File: src/rtl/baccarat_pkg.sv
// Shared types and constants for the baccarat match-level sequencer.
// Light codes are {player_win_light, dealer_win_light}.
package baccarat_pkg;

    typedef enum logic [2:0] {
        IDLE,
        CLEAR,
        PLAY,
        RESULT,
        WAIT,
        DONE
    } rc_state_t;

    typedef enum logic [1:0] {
        NONE   = 2'b00,
        PLAYER = 2'b01,
        DEALER = 2'b10,
        DRAWN  = 2'b11
    } match_result_t;

    localparam logic [1:0] LIGHT_PLAYER = 2'b10;
    localparam logic [1:0] LIGHT_DEALER = 2'b01;
    localparam logic [1:0] LIGHT_TIE    = 2'b11;

    localparam int COUNT_W = 4;

    // A faulted match has no winner, whatever the tallies say.
    function automatic match_result_t decide_winner(
        input logic [COUNT_W-1:0] pwins,
        input logic [COUNT_W-1:0] dwins,
        input logic               faulted
    );
        if (faulted)
            return NONE;
        else if (pwins > dwins)
            return PLAYER;
        else if (dwins > pwins)
            return DEALER;
        else
            return DRAWN;
    endfunction

endpackage

File: src/rtl/round_controller_rise_detect.sv
// Rising-edge detector for the debounced deal button.
// press is combinational from level; the level register clears on reset.
module rise_detect (
    input  logic slow_clock,
    input  logic resetb,
    input  logic level,
    output logic press
);

    logic level_q;

    // NOTE: sequential state is always updated with <= so every flop samples pre-edge values.
    always_ff @(posedge slow_clock or negedge resetb) begin
        if (!resetb)
            level_q <= 1'b0;
        else
            level_q <= level;
    end

    assign press = level & ~level_q;

endmodule

File: src/rtl/round_controller.sv
// Match-level sequencer: turns button presses into game advance pulses,
// resets the game between rounds, tallies outcomes and decides the match.
module round_controller
    import baccarat_pkg::*;
#(
    parameter int ROUNDS    = 5,
    parameter int MAX_STEPS = 8
) (
    input  logic               slow_clock,
    input  logic               resetb,
    input  logic               deal_req,
    input  logic               player_win_light,
    input  logic               dealer_win_light,
    output logic               game_resetb,
    output logic               advance,
    output logic [COUNT_W-1:0] pwins,
    output logic [COUNT_W-1:0] dwins,
    output logic [COUNT_W-1:0] ties,
    output logic [COUNT_W-1:0] rounds_played,
    output logic               match_over,
    output logic [1:0]         match_winner,
    output logic               fault
);

    localparam int STEP_W = $clog2(MAX_STEPS + 1);
    localparam logic [STEP_W-1:0]  STEP_LIMIT   = STEP_W'(MAX_STEPS);
    localparam logic [COUNT_W-1:0] WIN_TARGET   = COUNT_W'((ROUNDS + 1) / 2);
    localparam logic [COUNT_W-1:0] ROUNDS_LIMIT = COUNT_W'(ROUNDS);

    logic press;

    rise_detect u_rise_detect (
        .slow_clock (slow_clock),
        .resetb     (resetb),
        .level      (deal_req),
        .press      (press)
    );

    rc_state_t           state_q,    state_d;
    logic [STEP_W-1:0]   step_cnt_q, step_cnt_d;
    logic [1:0]          light_q,    light_d;
    logic [COUNT_W-1:0]  pwins_q,    pwins_d;
    logic [COUNT_W-1:0]  dwins_q,    dwins_d;
    logic [COUNT_W-1:0]  ties_q,     ties_d;
    logic [COUNT_W-1:0]  rounds_q,   rounds_d;
    logic                advance_q,  advance_d;
    logic                game_rst_q, game_rst_d;
    logic                over_q,     over_d;
    logic                fault_q,    fault_d;
    match_result_t       winner_q,   winner_d;
    logic [1:0]          lights;

    assign lights = {player_win_light, dealer_win_light};

    always_comb begin
        // NOTE: every signal written here gets a default first so no latch can be inferred.
        state_d    = state_q;
        step_cnt_d = step_cnt_q;
        light_d    = light_q;
        pwins_d    = pwins_q;
        dwins_d    = dwins_q;
        ties_d     = ties_q;
        rounds_d   = rounds_q;
        fault_d    = fault_q;
        advance_d  = 1'b0;

        unique case (state_q)
            IDLE: begin
                if (press)
                    state_d = CLEAR;
            end
            CLEAR: begin
                step_cnt_d = '0;
                state_d    = PLAY;
            end
            PLAY: begin
                // A lit outcome beats a simultaneous press; the step budget is checked next.
                if (lights != 2'b00) begin
                    light_d = lights;
                    state_d = RESULT;
                end else if (step_cnt_q == STEP_LIMIT) begin
                    fault_d = 1'b1;
                    state_d = DONE;
                end else if (press) begin
                    advance_d  = 1'b1;
                    step_cnt_d = step_cnt_q + 1'b1;
                end
            end
            RESULT: begin
                unique case (light_q)
                    LIGHT_PLAYER: pwins_d = pwins_q + 1'b1;
                    LIGHT_DEALER: dwins_d = dwins_q + 1'b1;
                    LIGHT_TIE:    ties_d  = ties_q + 1'b1;
                    default:      ;
                endcase
                rounds_d = rounds_q + 1'b1;
                if (pwins_d >= WIN_TARGET || dwins_d >= WIN_TARGET || rounds_d >= ROUNDS_LIMIT)
                    state_d = DONE;
                else
                    state_d = WAIT;
            end
            WAIT: begin
                if (press)
                    state_d = CLEAR;
            end
            DONE: ;
            default: state_d = IDLE;
        endcase

        // Outputs are registered copies of what the next state implies.
        game_rst_d = (state_d != IDLE) && (state_d != CLEAR);
        over_d     = (state_d == DONE);
        winner_d   = over_d ? decide_winner(pwins_d, dwins_d, fault_d) : NONE;
    end

    always_ff @(posedge slow_clock or negedge resetb) begin
        if (!resetb) begin
            state_q    <= IDLE;
            step_cnt_q <= '0;
            light_q    <= 2'b00;
            pwins_q    <= '0;
            dwins_q    <= '0;
            ties_q     <= '0;
            rounds_q   <= '0;
            advance_q  <= 1'b0;
            game_rst_q <= 1'b0;
            over_q     <= 1'b0;
            fault_q    <= 1'b0;
            winner_q   <= NONE;
        end else begin
            state_q    <= state_d;
            step_cnt_q <= step_cnt_d;
            light_q    <= light_d;
            pwins_q    <= pwins_d;
            dwins_q    <= dwins_d;
            ties_q     <= ties_d;
            rounds_q   <= rounds_d;
            advance_q  <= advance_d;
            game_rst_q <= game_rst_d;
            over_q     <= over_d;
            fault_q    <= fault_d;
            winner_q   <= winner_d;
        end
    end

    assign game_resetb   = game_rst_q;
    assign advance       = advance_q;
    assign pwins         = pwins_q;
    assign dwins         = dwins_q;
    assign ties          = ties_q;
    assign rounds_played = rounds_q;
    assign match_over    = over_q;
    assign match_winner  = winner_q;
    assign fault         = fault_q;

endmodule
File: config.mk
export PLATFORM = sky130hd
export DESIGN_NAME = round_controller
export DESIGN_NICKNAME = d
export VERILOG_FILES = /design/src/rtl/baccarat_pkg.sv /design/src/rtl/round_controller_rise_detect.sv /design/src/rtl/round_controller.sv
export SDC_FILE = /design/constraint.sdc
export NUM_CORES = 1
export LEC_CHECK = 0
export ABC_AREA = 1
export CORE_MARGIN = 3
export CORE_UTILIZATION = 57
export CTS_BUF_LIST = sky130_fd_sc_hd__clkbuf_16
export DETAILED_ROUTE_END_ITERATION = 8
export PLACE_DENSITY_LB_ADDON = 0.3
export SLEW_MARGIN = 25
export SYNTH_ARGS = -nofsm -noshare
export SYNTH_HDL_FRONTEND = slang
export SYNTH_SLANG_ARGS = --single-unit
File: constraint.sdc
create_clock -name slow_clock -period 5.7 [get_ports slow_clock]
set_input_delay 1.14 -clock slow_clock [delete_from_list [all_inputs] [get_ports slow_clock]]
set_output_delay 1.14 -clock slow_clock [all_outputs]
set_load 0.02 [all_outputs]
# Yosys cells after proc, flatten, opt, wreduce, memory -nomap -nowiden
# Cells that the tools add are included.
# Widths: inputs -> output; s select.
[word_totals]
output_inout_bits = 22
ff_bits = 32
[op_classes]
n_bitwise = 2
n_lt_le_gt_ge = 5
add_sub_neg = 5
n_reduce_logical = 11
n_mux = 26
eq_ne = 14
[ops]
columns = ["op", "n"]
rows = [
  ["$mux 4", 9],
  ["$add 4x1->4 const B", 5],
  ["$pmux 3 s5", 1],
  ["$eq 3x3->1 const B", 3],
  ["$mux 1", 9],
  ["$mux 3", 3],
  ["$ge 4x2->1 const B", 2],
  ["$gt 4x4->1", 2],
  ["$pmux 4 s2", 1],
  ["$eq 3x2->1 const B", 2],
  ["$mux 2", 3],
  ["$ne 2x2->1 const B", 3],
  ["$eq 2x2->1 const B", 2],
  ["$eq 4x4->1 const B", 1],
  ["$ge 4x3->1 const B", 1],
  ["$reduce_and 2->1", 2],
  ["$reduce_and 4->1", 1],
  ["$reduce_bool 2->1", 2],
  ["$eq 3x1->1 const B", 1],
  ["$logic_not 3->1", 1],
  ["$ne 3x1->1 const B", 1],
  ["$reduce_bool 3->1", 1],
  ["$eq 2x1->1 const B", 1],
  ["$logic_or 1x1->1", 2],
  ["4 further kinds", 4],
]

# Longest topological paths before layout
# Gate-level depths: netlist of run 1.
[logic_depth]
word_depth = 10
ltp_mapped = 14
ltp_nobuf = 13

# Hierarchy
# Synthesis of run 1 repeated with hierarchy kept, for this count alone.
[hier_totals]
cells_unflattened = 213
hier_area_um2 = 1699.1
[modules_own_cells]
columns = ["mod", "instances", "seq_area_each_um2", "area_per_inst_um2", "cells_each"]
rows = [
  ["round_controller", 1, 775.7, 1664.1, 210],
  ["rise_detect", 1, 25.0, 35.0, 3],
]

# Least setup slack after synthesis of run 1
# OpenSTA, ideal clock, no wires.
[synth_timing]
kind = "reg-to-reg"
start = "reg state_q[2]"
end = "reg winner_q[0] (netlist: match_winner[0])"
path_stages_with_launch = 13
arrival_time_ns = 1.880
setup_slack_ns = 3.749
setup_time_ns = 0.071
cell_sequence = "dfrtp_1 -> nor3_4 -> buf_2 -> nor2_1 -> a31oi_1 -> ha_1 -> inv_1 -> nor2_1 -> o211ai_1 -> nand2_1 -> o21ai_0 -> nand2_1 -> nor2_1"
[synth_between]
elab_chain_len = 7
elab_cells_between_ends = 21
classes_between = "order compare (2); eq/ne (6); mux (11); reduce/logical (2)"
[synth_rtl]
columns = ["element", "line_no", "source"]
rows = [
  ["start, declared", "round_controller.sv:39", "rc_state_t state_q, state_d;"],
  ["start signal, assigned", "round_controller.sv:131", "state_q <= state_d;"],
  ["$eq 3x2->1 *", "round_controller.sv:67", "unique case (state_q)"],
  ["$mux 4 *", "round_controller.sv:67", ""],
  ["via dwins_d[1]", "round_controller.sv:43", "logic [COUNT_W-1:0] dwins_q, dwins_d;"],
  ["$gt 4x4->1", "baccarat_pkg.sv:37", "else if (dwins > pwins)"],
  ["$mux 1", "baccarat_pkg.sv:37", ""],
  ["$mux 2 *", "baccarat_pkg.sv:35", "else if (pwins > dwins)"],
  ["$mux 2 *", "baccarat_pkg.sv:33", "if (faulted)"],
  ["$mux 2 *", "round_controller.sv:113", "winner_d = over_d ? decide_winner(pwins_d, dwins_d, fault_d) : NONE;"],
  ["via winner_d[0]", "round_controller.sv:50", "match_result_t winner_q, winner_d;"],
  ["end signal, assigned", "round_controller.sv:142", "winner_q <= winner_d;"],
  ["end, declared", "round_controller.sv:50", ""],
]
# The timed path passes the listed nets; every way through them passes the cells marked *.
# A chain may end at the register's enable or synchronous reset.

# Final worst setup path of run 1
[layout_timing]
start = "reg rounds_q[0] (netlist: rounds_played[0])"
end = "out rounds_played[0]"
[layout_rtl]
columns = ["element", "line_no", "source"]
rows = [
  ["start, declared", "round_controller.sv:45", "logic [COUNT_W-1:0] rounds_q, rounds_d;"],
  ["start signal, assigned", "round_controller.sv:137", "rounds_q <= rounds_d;"],
  ["end, declared", "round_controller.sv:19", "output logic [COUNT_W-1:0] rounds_played,"],
]
# No word-level cell between the ends.

==> results of run 1 <==
[cell usage after synthesis]
master | number | area [um^2]
nor3_4 | 1 | 16.3
nand3_1 | 15 | 75.1
nor3_1 | 7 | 35.0
ha_1 | 11 | 138
dfrtp_1 | 32 | 801
or2_2 | 1 | 6.26
buf_2 | 1 | 5.00
mux2_2 | 1 | 11.3
nor2_2 | 2 | 12.5
nand2_2 | 1 | 6.26
nor2_1 | 20 | 75.1
clkbuf_1 | 1 | 3.75
o211ai_1 | 1 | 7.51
inv_2 | 5 | 18.8
inv_1 | 31 | 116
a31oi_1 | 1 | 6.26
a21oi_1 | 4 | 20.0
o21ai_1 | 3 | 15.0
and3_1 | 1 | 6.26
o22ai_1 | 1 | 6.26
xor2_1 | 4 | 35.0
o21ai_0 | 10 | 50.1
nand4_1 | 2 | 12.5
nand2_1 | 58 | 218
xnor2_1 | 2 | 17.5
[area by class of cell]
class / instances / share of cell area
inverter: 36 / 0.0621
multi-input combinational: 146 / 0.354
timing repair buffer: 27 / 0.123
sequential: 32 / 0.368
clock inverter: 3 / 0.0178
clock buffer: 5 / 0.0575
tap: 31 / 0.0178
[how the worst max path moves through the flow]
stage                             endpoint  cells after the start  slack [ps]
after floorplan            match_winner[0]                     12        3750
after global placement          match_over                      8        3280
after detailed placement        match_over                      8        3230
after CTS                 rounds_played[0]                      1        3200
after global routing       match_winner[0]                     12        2990
final                     rounds_played[0]                      1        3210
[routing by layer]
layer / track usage / wire length (um)
met1: 0.297 / 1560
met2: 0.379 / 1710
met3: 0.0766 / 252
met4: 0.0867 / 61
met5: 0 / 0
[stage by stage]
| stage | cells | hold WS, ps | utilization | power (W) |
|---|---|---|---|---|
| 6_report | 280 | 474 | 0.776 | 0.00129 |
| 5_1_grt | 280 | 510 | 0.776 | 0.00140 |
| 4_1_cts | 280 | 483 | 0.776 | 0.00129 |
| 3_5_place_dp | 272 | 473 | 0.717 | 0.000983 |
| 3_3_place_gp | 272 | 459 | 0.717 | 0.000967 |
| 2_1_floorplan | 216 | 487 | - | 0.000779 |
[cell families after synthesis]
kind of cell,synth area share
adders and majority gates,0.0803
muxes,0.00657
and+or+nand+nor,0.270
xor gates and xnor gates,0.0307
DFF,0.467
buffers and inverters,0.0839
AOI/OAI and AO/OA,0.0613
[state kept, by name, summed over array words and instances (netlist names), 2 cells and up]
name and cells:
pwins 4, state_q 3, light_q 2, rounds_played 4
dwins 4, ties 4, step_cnt_q 4, match_winner 2
[power by group through the flow]
stage / Clock (W) / Sequential (W) / Combinational [W]
floorplan: 0 / 0.000442 / 0.000337
finish: 0.000297 / 0.000393 / 0.000597
global route: 0.000311 / 0.000406 / 0.000678
CTS: 0.000300 / 0.000392 / 0.000601
global placement: 0 / 0.000390 / 0.000578
detailed placement: 0 / 0.000392 / 0.000591
==> key figures, run 1 <==
Timing
  • Max Slew Vio Count: 0
  • Fin Clk Skew: 4.75 ps
  • Unrepaired setup endpoints after global routing: no
  • Post-Route Setup TNS: 0 ps
  • Max_slew headroom: 0.565
  • Post-route minimum period: 2490 ps
  • Final Hold Fails: 0
  • Slew @ Worst Pin: 650 ps
  • Worst setup margin: 3210 ps
  • Final Setup Violations: 0
  • Period utilization: 0.436
  • Max Clk Rate: 0.402 GHz

Clocking
  • CTS Hold Bufs: 0
  • Clk slew on worst S/H paths: 50 ps
  • CTS sink cnt: 32
  • Post-CTS Setup Bufs: 0
  • Total CTS buffers: 5
  • Resize count post-CTS: 0
  • Worst skew pair latency: 280 ps
  • H-Tree Depth: 2
  • Clock root buffer: clkbuf_16
  • CTS tree: built
  • CTS Buffer Depth: 2

Drt
  • Pre-Repair DR Iteration Count: 4
  • Vias per cell: 5.29
  • Final wirelength: 3.59 mm
  • WL/cell: 12.8 um
  • Initial DRC count: 95
  • Antenna-violating nets left: 0
  • Drc violations: 0
  • Via count: 1,481

Power
  • VDD IR max: 453 uV
  • Cell Int Power: 0.000746 W
  • Clk pwr share: 0.231
  • Switching share of power: 0.420
  • Switch Pwr: 0.000541 W
  • Pleak: 1.13 nW
  • Pwr dens: 591 nW/um^2
  • Comb pwr share: 0.464
  • Sequential power share: 0.305

Global route
  • GRT overflow: 0
  • First-pass GRT wire length: 6.31 mm
  • Vias in the first global route: 1,423
  • Tot GR Track Use: 0.236
  • Largest net degree at the start of global routing: 33
  • Initial antenna violation count: 0

Hold path
  • Worst Min Path Start: ties[3]
  • Worst Hold Path EP: ties[3]
  • Cells on Worst Hold Path: 1
  • Worst min-delay path class: reg2reg

Cells and area
  • ANT cells: 0
  • Multi-input combinational cell area: 769 um^2
  • Layout net count: 264
  • Most frequent cells in the layout: 58 x nand2_1, 32 x inv_1, 32 x dfrtp_1, 26 x clkdlybuf4s50_1, 20 x nor2_1
  • Synth-to-layout area growth: 26.9%
  • Share of cells above drive strength 1: 0.0763
  • Register area: 801 um^2
  • Fillers: 211
  • Most common cell after layout, fill and taps aside: nand2_1
  • Final Cell Area: 2180 um^2

Worst setup path
  • Launch point of the worst reg-to-reg path: state_q[2]
  • Reg2reg end: match_winner[0]
  • Crit path DAT: 1350 ps
  • Crit path kind: reg2out
  • CP endpoint kind: output port
  • CP delay by family, top: buffers and inverters
  • WP data required: 4560 ps
  • CP Launch Type: register
  • CP max stage cell: clkdlybuf4s50_1
  • R2r setup slk: 3240 ps
  • Max incr delay on CP: 640 ps
  • Number of buffers and inverters on the critical path: 1
  • CP max FO: 5
  • CP cell instances: clkdlybuf4s50_1
  • Crit path from: rounds_played[0]
  • Worst reg-to-reg path cell count: 11

Floorplan
  • I/O pin cnt: 27
  • Initial Utilization: 0.611
  • Core ar.: 2810 um^2
  • Row count: 19
  • Die height: 60.8 um
  • Die area: 3700 um^2
  • Die Wd: 60.8 um

Placed design
  • IO buf count: 26
  • Post-DP Area: 2010 um^2
  • Routability congestion estimate: 0.862
  • DP Worst Slack: 3230 ps
  • HPWL Detailed: 2.49 mm

Synthesis
  • Syn nets: 232
  • Syn_area_per_cell: 7.94 um^2
  • Sequential fraction of the synthesis area: 0.467
  • Number of library cell types mapped by synthesis: 25
  • Cell count after synthesis: 216
  • YS warnings: 0
  • Register bit total from synthesis: 32
  • Area of the mapped netlist: 1710 um^2

Flow run
  • # Max-Cap Violations: 0

Run status
  • Status: completed
Power figures use the tool's default switching activity.
==> inputs of run 2 (changes only) <==
--- a/config.mk
+++ b/config.mk
@@ -7,7 +7,7 @@
 export LEC_CHECK = 0
 export ABC_AREA = 1
 export CORE_MARGIN = 3
-export CORE_UTILIZATION = 57
+export CORE_UTILIZATION = 53
 export CTS_BUF_LIST = sky130_fd_sc_hd__clkbuf_16
 export DETAILED_ROUTE_END_ITERATION = 8
 export PLACE_DENSITY_LB_ADDON = 0.3
==> constraint.sdc (replaced) <==
create_clock -name slow_clock -period 2.5 [get_ports slow_clock]
set_input_delay 0.5 -clock slow_clock [delete_from_list [all_inputs] [get_ports slow_clock]]
set_output_delay 0.5 -clock slow_clock [all_outputs]
set_load 0.02 [all_outputs]
==> key figures, run 2 (same netlist as run 1, synthesis figures left out) <==
Run status
  • Status: completed

Drt
  • Final wirelength: 3.48 mm (-2.9%)
  • WL/cell: 11.9 um (-7.2%)
  • Initial DRC count: 50 (-47%)
  • Vias per cell: 4.97 (-6.1%)
  • Via count: 1,455 (-1.8%)
  • Antenna-violating nets left: 0 (unchanged)
  • Pre-Repair DR Iteration Count: 4 (unchanged)
  • Drc violations: 0 (unchanged)

Power
  • Pwr dens: 1310 nW/um^2 (+120%)
  • Pleak: 1.12 nW (-0.78%)
  • Sequential power share: 0.315 (+0.010)
  • Cell Int Power: 0.00161 W (+120%)
  • Switch Pwr: 0.00123 W (+130%)
  • Switching share of power: 0.433 (+0.0128)
  • VDD IR max: 832 uV (+84%)
  • Clk pwr share: 0.197 (-0.034)
  • Comb pwr share: 0.488 (+0.024)

Clocking
  • CTS tree: built
  • Worst skew pair latency: 270 ps (about the same)
  • Clk slew on worst S/H paths: 50 ps (about the same)
  • CTS Buffer Depth: 2 (unchanged)
  • Clock root buffer: clkbuf_16
  • CTS sink cnt: 32 (unchanged)
  • H-Tree Depth: 2 (unchanged)
  • CTS Hold Bufs: 0 (unchanged)
  • Resize count post-CTS: 0 (unchanged)
  • Total CTS buffers: 5 (unchanged)
  • Post-CTS Setup Bufs: 0 (unchanged)

Placed design
  • IO buf count: 26 (unchanged)
  • Routability congestion estimate: 0.897 (+4.1%)
  • Post-DP Area: 2040 um^2 (+1.2%)
  • Post-Place Cells: 286 (+5.1%)
  • HPWL Detailed: 2.53 mm (+1.4%)

Cells and area
  • Share of cells above drive strength 1: 0.0763 (unchanged)
  • Multi-input combinational cell area: 769 um^2 (unchanged)
  • Fillers: 270 (+28%)
  • Finished Layout Cells: 293 (+4.6%)
  • Most frequent cells in the layout: 58 x nand2_1, 32 x inv_1, 32 x dfrtp_1, 26 x clkdlybuf4s50_1, 20 x nor2_1
  • Synth-to-layout area growth: 26.6%
  • Register area: 801 um^2 (unchanged)
  • ANT cells: 0 (unchanged)
  • Most common cell after layout, fill and taps aside: nand2_1
  • Final Cell Area: 2170 um^2 (-0.29%)
  • Layout net count: 265 (+0.38%)

Timing
  • Fin Clk Skew: 3.31 ps (-1.44 ps)
  • Max_slew headroom: 0.733 (+0.167)
  • Post-route minimum period: 2100 ps
  • Final Setup Violations: 0 (unchanged)
  • Period utilization: 0.839
  • Max Slew Vio Count: 0 (unchanged)
  • Post-Route Setup TNS: 0 ps (unchanged)
  • Max Clk Rate: 0.477 GHz
  • Unrepaired setup endpoints after global routing: no
  • Final Hold Fails: 0 (unchanged)
  • Slew @ Worst Pin: 401 ps (-249 ps)

Flow run
  • # Max-Cap Violations: 0 (unchanged)

Worst setup path
  • CP Launch Type: register
  • Crit path kind: reg2reg
  • Crit path DAT: 2300 ps (+950 ps)
  • WP data required: 2700 ps (-1860 ps)
  • CP max FO: 11 (+6)
  • CP endpoint kind: register

Global route
  • GRT overflow: 0 (unchanged)
  • Tot GR Track Use: 0.203 (-0.0325)
  • First-pass GRT wire length: 6.21 mm (-1.6%)
  • Vias in the first global route: 1,401 (-1.5%)
  • Largest net degree at the start of global routing: 33 (unchanged)
  • Initial antenna violation count: 0 (unchanged)

Floorplan
  • Core ar.: 3080 um^2 (+9.7%)
  • Die Wd: 62.9 um (+3.3%)
  • Die area: 3950 um^2 (+6.8%)
  • Initial Utilization: 0.557 (-0.0542)
  • I/O pin cnt: 27 (unchanged)
  • Die height: 62.9 um (+3.3%)
  • Row count: 20 (+1)

Hold path
  • Worst min-delay path class: reg2reg
==> run 2: changes by cell type in the layout (fill, tap and decap cells not counted), sizes merged <==
cell,change
bufinv,-1
buf,+1
==> run 2: power by group through the flow <==
stage / clock network [W] / registers [W] / logic, W
3_5_place_dp: 0 / 0.000895 / 0.00136
2_1_floorplan: 0 / 0.00101 / 0.000769
5_1_grt: 0.000587 / 0.000926 / 0.00156
6_report: 0.000559 / 0.000892 / 0.00138
4_1_cts: 0.000573 / 0.000892 / 0.00139
3_3_place_gp: 0 / 0.000892 / 0.00133
==> run 2: worst paths after layout <==
| check | slack [ps] | cells past startpoint | from | endpoint |
|---|---|---|---|---|
| min in group asynchronous | 630 | 2 | resetb | step_cnt_q[2] |
| worst max register to register | 400 | 9 | state_q[2] | match_winner[0] |
| worst min-delay path | 470 | 1 | ties[3] | ties[3] |
| worst max-delay path | 400 | 9 | state_q[2] | match_winner[0] |
| worst min register to register | 470 | 1 | ties[3] | ties[3] |
| max in group asynchronous | 1580 | 2 | resetb | rounds_played[3] |
==> run 2: layer usage <==
metal | wire length, um | up-vias | part of all wire | track usage
li1 | - | 749 | - | -
met1 | 1610 | 656 | 0.46 | 0.271
met2 | 1600 | 39 | 0.46 | 0.292
met3 | 168 | 11 | 0.048 | 0.0540
met4 | 99 | 0 | 0.028 | 0.124
met5 | 0 | - | 0 | 0
==> run 2: worst max-delay path, stage by stage, from the launching register on <==
cell and delay (ps):
dfrtp_1 410, nor3_4 360, inv_2 160, o21ai_0 360, ha_1 320, o211ai_1 80
nand2_1 80, o21ai_0 80, nand2_1 60, nor2_1 100
==> run 2: stage by stage <==
stage | hold WS [ps] | total power, W | utilization | worst slack (ps)
2_1_floorplan | 204 | 0.00178 | - | 549
3_3_place_gp | 457 | 0.00222 | 0.661 | 501
3_5_place_dp | 462 | 0.00226 | 0.661 | 418
4_1_cts | 473 | 0.00285 | 0.705 | 387
5_1_grt | 498 | 0.00308 | 0.705 | 168
6_report | 471 | 0.00283 | 0.705 | 403
==> run 2: area by class of cell <==
type	count	share of cell area
Multi-Input combinational cell	146	0.355
Inverter	36	0.0623
Sequential cell	32	0.369
Timing Repair Buffer	28	0.127
Clock inverter	2	0.00404
Clock buffer	5	0.0577
Tap cell	44	0.0254
==> inputs of run 3 (changes only) <==
--- a/config.mk
+++ b/config.mk
@@ -7,7 +7,7 @@
 export LEC_CHECK = 0
 export ABC_AREA = 1
 export CORE_MARGIN = 3
-export CORE_UTILIZATION = 53
+export CORE_UTILIZATION = 48
 export CTS_BUF_LIST = sky130_fd_sc_hd__clkbuf_16
 export DETAILED_ROUTE_END_ITERATION = 8
 export PLACE_DENSITY_LB_ADDON = 0.3
==> constraint.sdc (replaced) <==
create_clock -name slow_clock -period 1.8 [get_ports slow_clock]
set_input_delay 0.36 -clock slow_clock [delete_from_list [all_inputs] [get_ports slow_clock]]
set_output_delay 0.36 -clock slow_clock [all_outputs]
set_load 0.02 [all_outputs]
==> key figures, run 3 (same netlist as run 1, synthesis figures left out) <==
Cells and area
  • ANT cells: 0 (unchanged)
  • Most common cell after layout, fill and taps aside: nand2_1
  • Finished Layout Cells: 322 (+9.9%)
  • Layout net count: 294 (+11%)
  • Synth-to-layout area growth: 41.3%
  • Share of cells above drive strength 1: 0.210 (+0.134)
  • Post-layout util: 0.715 (+0.00978)
  • Most frequent cells in the layout: 58 x nand2_1, 31 x dfrtp_1, 30 x buf_4, 29 x inv_1, 26 x clkdlybuf4s50_1
  • Final Cell Area: 2420 um^2 (+12%)
  • Fillers: 252 (-6.7%)

Worst setup path
  • Crit path DAT: 2180 ps (-120 ps)
  • CP Launch Type: register
  • Most used cell, CP: buf_4
  • CP delay by family, top: buffers and inverters
  • CP max stage cell: dfrtp_1
  • WP data required: 2010 ps (-690 ps)
  • CP max FO: 6 (-5)
  • Crit path kind: reg2reg
  • Number of buffers and inverters on the critical path: 6 (+5)
  • CP cell instances: inv_2, nor3_4, buf_6, or2_4, o21ai_2, ha_1, inv_2, buf_4, buf_4, buf_4, o21ai_2, nand2_1, nor2_1
  • CP endpoint kind: register
  • Max incr delay on CP: 360 ps (-50 ps)

Timing
  • Fin Clk Skew: 3.41 ps (+0.102 ps)
  • Max Clk Rate: 0.508 GHz (+6.4%)
  • Max_slew headroom: 0.733 (about the same)
  • Max Slew Vio Count: 0 (unchanged)
  • WHS: 474 ps (+2.97 ps)
  • Unrepaired setup endpoints after global routing: yes
  • Slew @ Worst Pin: 401 ps (-0.395 ps)
  • Post-route minimum period: 1970 ps (-127 ps)
  • Worst setup margin: -170 ps (-573 ps)
  • Final Hold Fails: 0 (unchanged)
  • Final Setup Violations: 2 (+2)
  • Period utilization: 1.09 (+0.256)

Drt
  • Pre-Repair DR Iteration Count: 4 (unchanged)
  • Via count: 1,569 (+7.8%)
  • Antenna-violating nets left: 0 (unchanged)
  • WL/cell: 12.1 um (+1.9%)
  • Vias per cell: 4.87 (-1.9%)
  • Final wirelength: 3.90 mm (+12%)
  • Initial DRC count: 101 (+100%)
  • Drc violations: 0 (unchanged)

Global route
  • Tot GR Track Use: 0.195 (-0.00835)
  • Largest net degree at the start of global routing: 33 (unchanged)
  • Initial antenna violation count: 0 (unchanged)
  • First-pass GRT wire length: 6.33 mm (+2.0%)
  • GRT overflow: 0 (unchanged)
  • Vias in the first global route: 1,507 (+7.6%)

Floorplan
  • Initial Utilization: 0.506 (-0.0512)
  • Die Wd: 65.8 um (+4.6%)
  • Core ar.: 3390 um^2 (+10%)
  • Die height: 65.8 um (+4.6%)
  • I/O pin cnt: 27 (unchanged)
  • Die area: 4320 um^2 (+9.4%)
  • Row count: 21 (+5.0%)

Placed design
  • Routability congestion estimate: 0.907 (+1.1%)
  • HPWL Detailed: 2.74 mm (+8.3%)
  • IO buf count: 26 (unchanged)
  • Post-Place Cells: 310 (+8.4%)
  • Post-DP Area: 2200 um^2 (+8.2%)

Clocking
  • Clk slew on worst S/H paths: 50 ps (about the same)
  • Worst skew pair latency: 280 ps (about the same)
  • CTS tree: built
  • H-Tree Depth: 2 (unchanged)
  • Total CTS buffers: 5 (unchanged)
  • CTS Buffer Depth: 2 (unchanged)
  • Clock root buffer: clkbuf_16
  • CTS sink cnt: 32 (unchanged)

Run status
  • Failing checks: setup timing
  • Status: finished, violations left

Power
  • Overall power: 0.00459 W (+62%)
  • Pwr dens: 1890 nW/um^2 (+45%)
  • Clk pwr share: 0.163 (-0.034)
  • Sequential power share: 0.261 (-0.054)
  • VDD IR max: 1210 uV (+46%)
  • Pleak: 1.26 nW (+13%)
  • Cell Int Power: 0.00271 W (+69%)
  • Switching share of power: 0.409 (-0.0244)
  • Switch Pwr: 0.00187 W (+53%)
  • Comb pwr share: 0.576 (+0.088)

Hold path
  • Worst min-delay path class: reg2reg

Flow run
  • # Max-Cap Violations: 0 (unchanged)
-- run 3: cell types whose count changed in the layout (fill, tap and decap cells not counted), moves of 2 or more --
cell	before	now
inv_1	32	29
buf_4	2	30
nor2_1	20	18
o21ai_0	10	7
o21ai_2	0	3
inv_2	5	7
nor2_2	2	4
-- run 3: final cells by class --
type	count	area [um^2]	area share
Multi-Input combinational cell	146	806	0.333
Sequential cell	32	802	0.331
Timing Repair Buffer	57	497	0.205
Inverter	36	135	0.0558
Clock buffer	5	125	0.0517
Tap cell	46	57.6	0.0238
-- run 3: per-layer routing --
layer  track usage  up-vias  share of wire
met1         0.231      722           0.43
met4         0.104        0          0.026
met5             0        -              0
met3        0.0462       12          0.043
met2         0.323       35           0.50
li1              -      800              -
-- run 3: per-stage QoR --
step           setup WS, ps  setup TNS, ps
6_report               -170           -263
5_1_grt                -310           -579
4_1_cts                -151           -249
3_5_place_dp           -202           -328
3_3_place_gp          -97.0           -127
2_1_floorplan          -101           -133
-- run 3: repair_timing --
item                       in CTS  in global routing
cloned                          0                  0
setup buffers                   4                  3
resized for setup               5                 11
setup endpoints to repair       2                  2
pin swaps                       7                  9
hold buffers                    0                  0
-- run 3: path summary, 6_finish.rpt --
| path | endpoint | depth (start not counted) | slack [ps] | start |
|---|---|---|---|---|
| min reg2reg | ties[3] | 1 | 470 | ties[3] |
| max reg2reg | match_winner[0] | 13 | -170 | state_q[1] |
| min | ties[3] | 1 | 470 | ties[3] |
| min in group asynchronous | rounds_played[2] | 2 | 480 | resetb |
| max | match_winner[0] | 13 | -170 | state_q[1] |
| max in group asynchronous | light_q[1] | 2 | 1010 | resetb |
-- run 3: worst reg2reg max path, stage by stage (launching register included) --
cell	delay, ps
dfrtp_1	360
inv_2	60
nor3_4	230
buf_6	160
or2_4	120
o21ai_2	50
ha_1	290
inv_2	40
buf_4	120
buf_4	120
buf_4	120
o21ai_2	90
nand2_1	60
nor2_1	90
-- run 3: power groups by stage --
| stage | combinational (W) | sequential [W] | clock [W] |
|---|---|---|---|
| 2_1_floorplan | 0.00108 | 0.00140 | 0 |
| 3_3_place_gp | 0.00222 | 0.00119 | 0 |
| 3_5_place_dp | 0.00227 | 0.00119 | 0 |
| 4_1_cts | 0.00242 | 0.00119 | 0.000761 |
| 5_1_grt | 0.00293 | 0.00123 | 0.000794 |
| 6_report | 0.00264 | 0.00120 | 0.000748 |
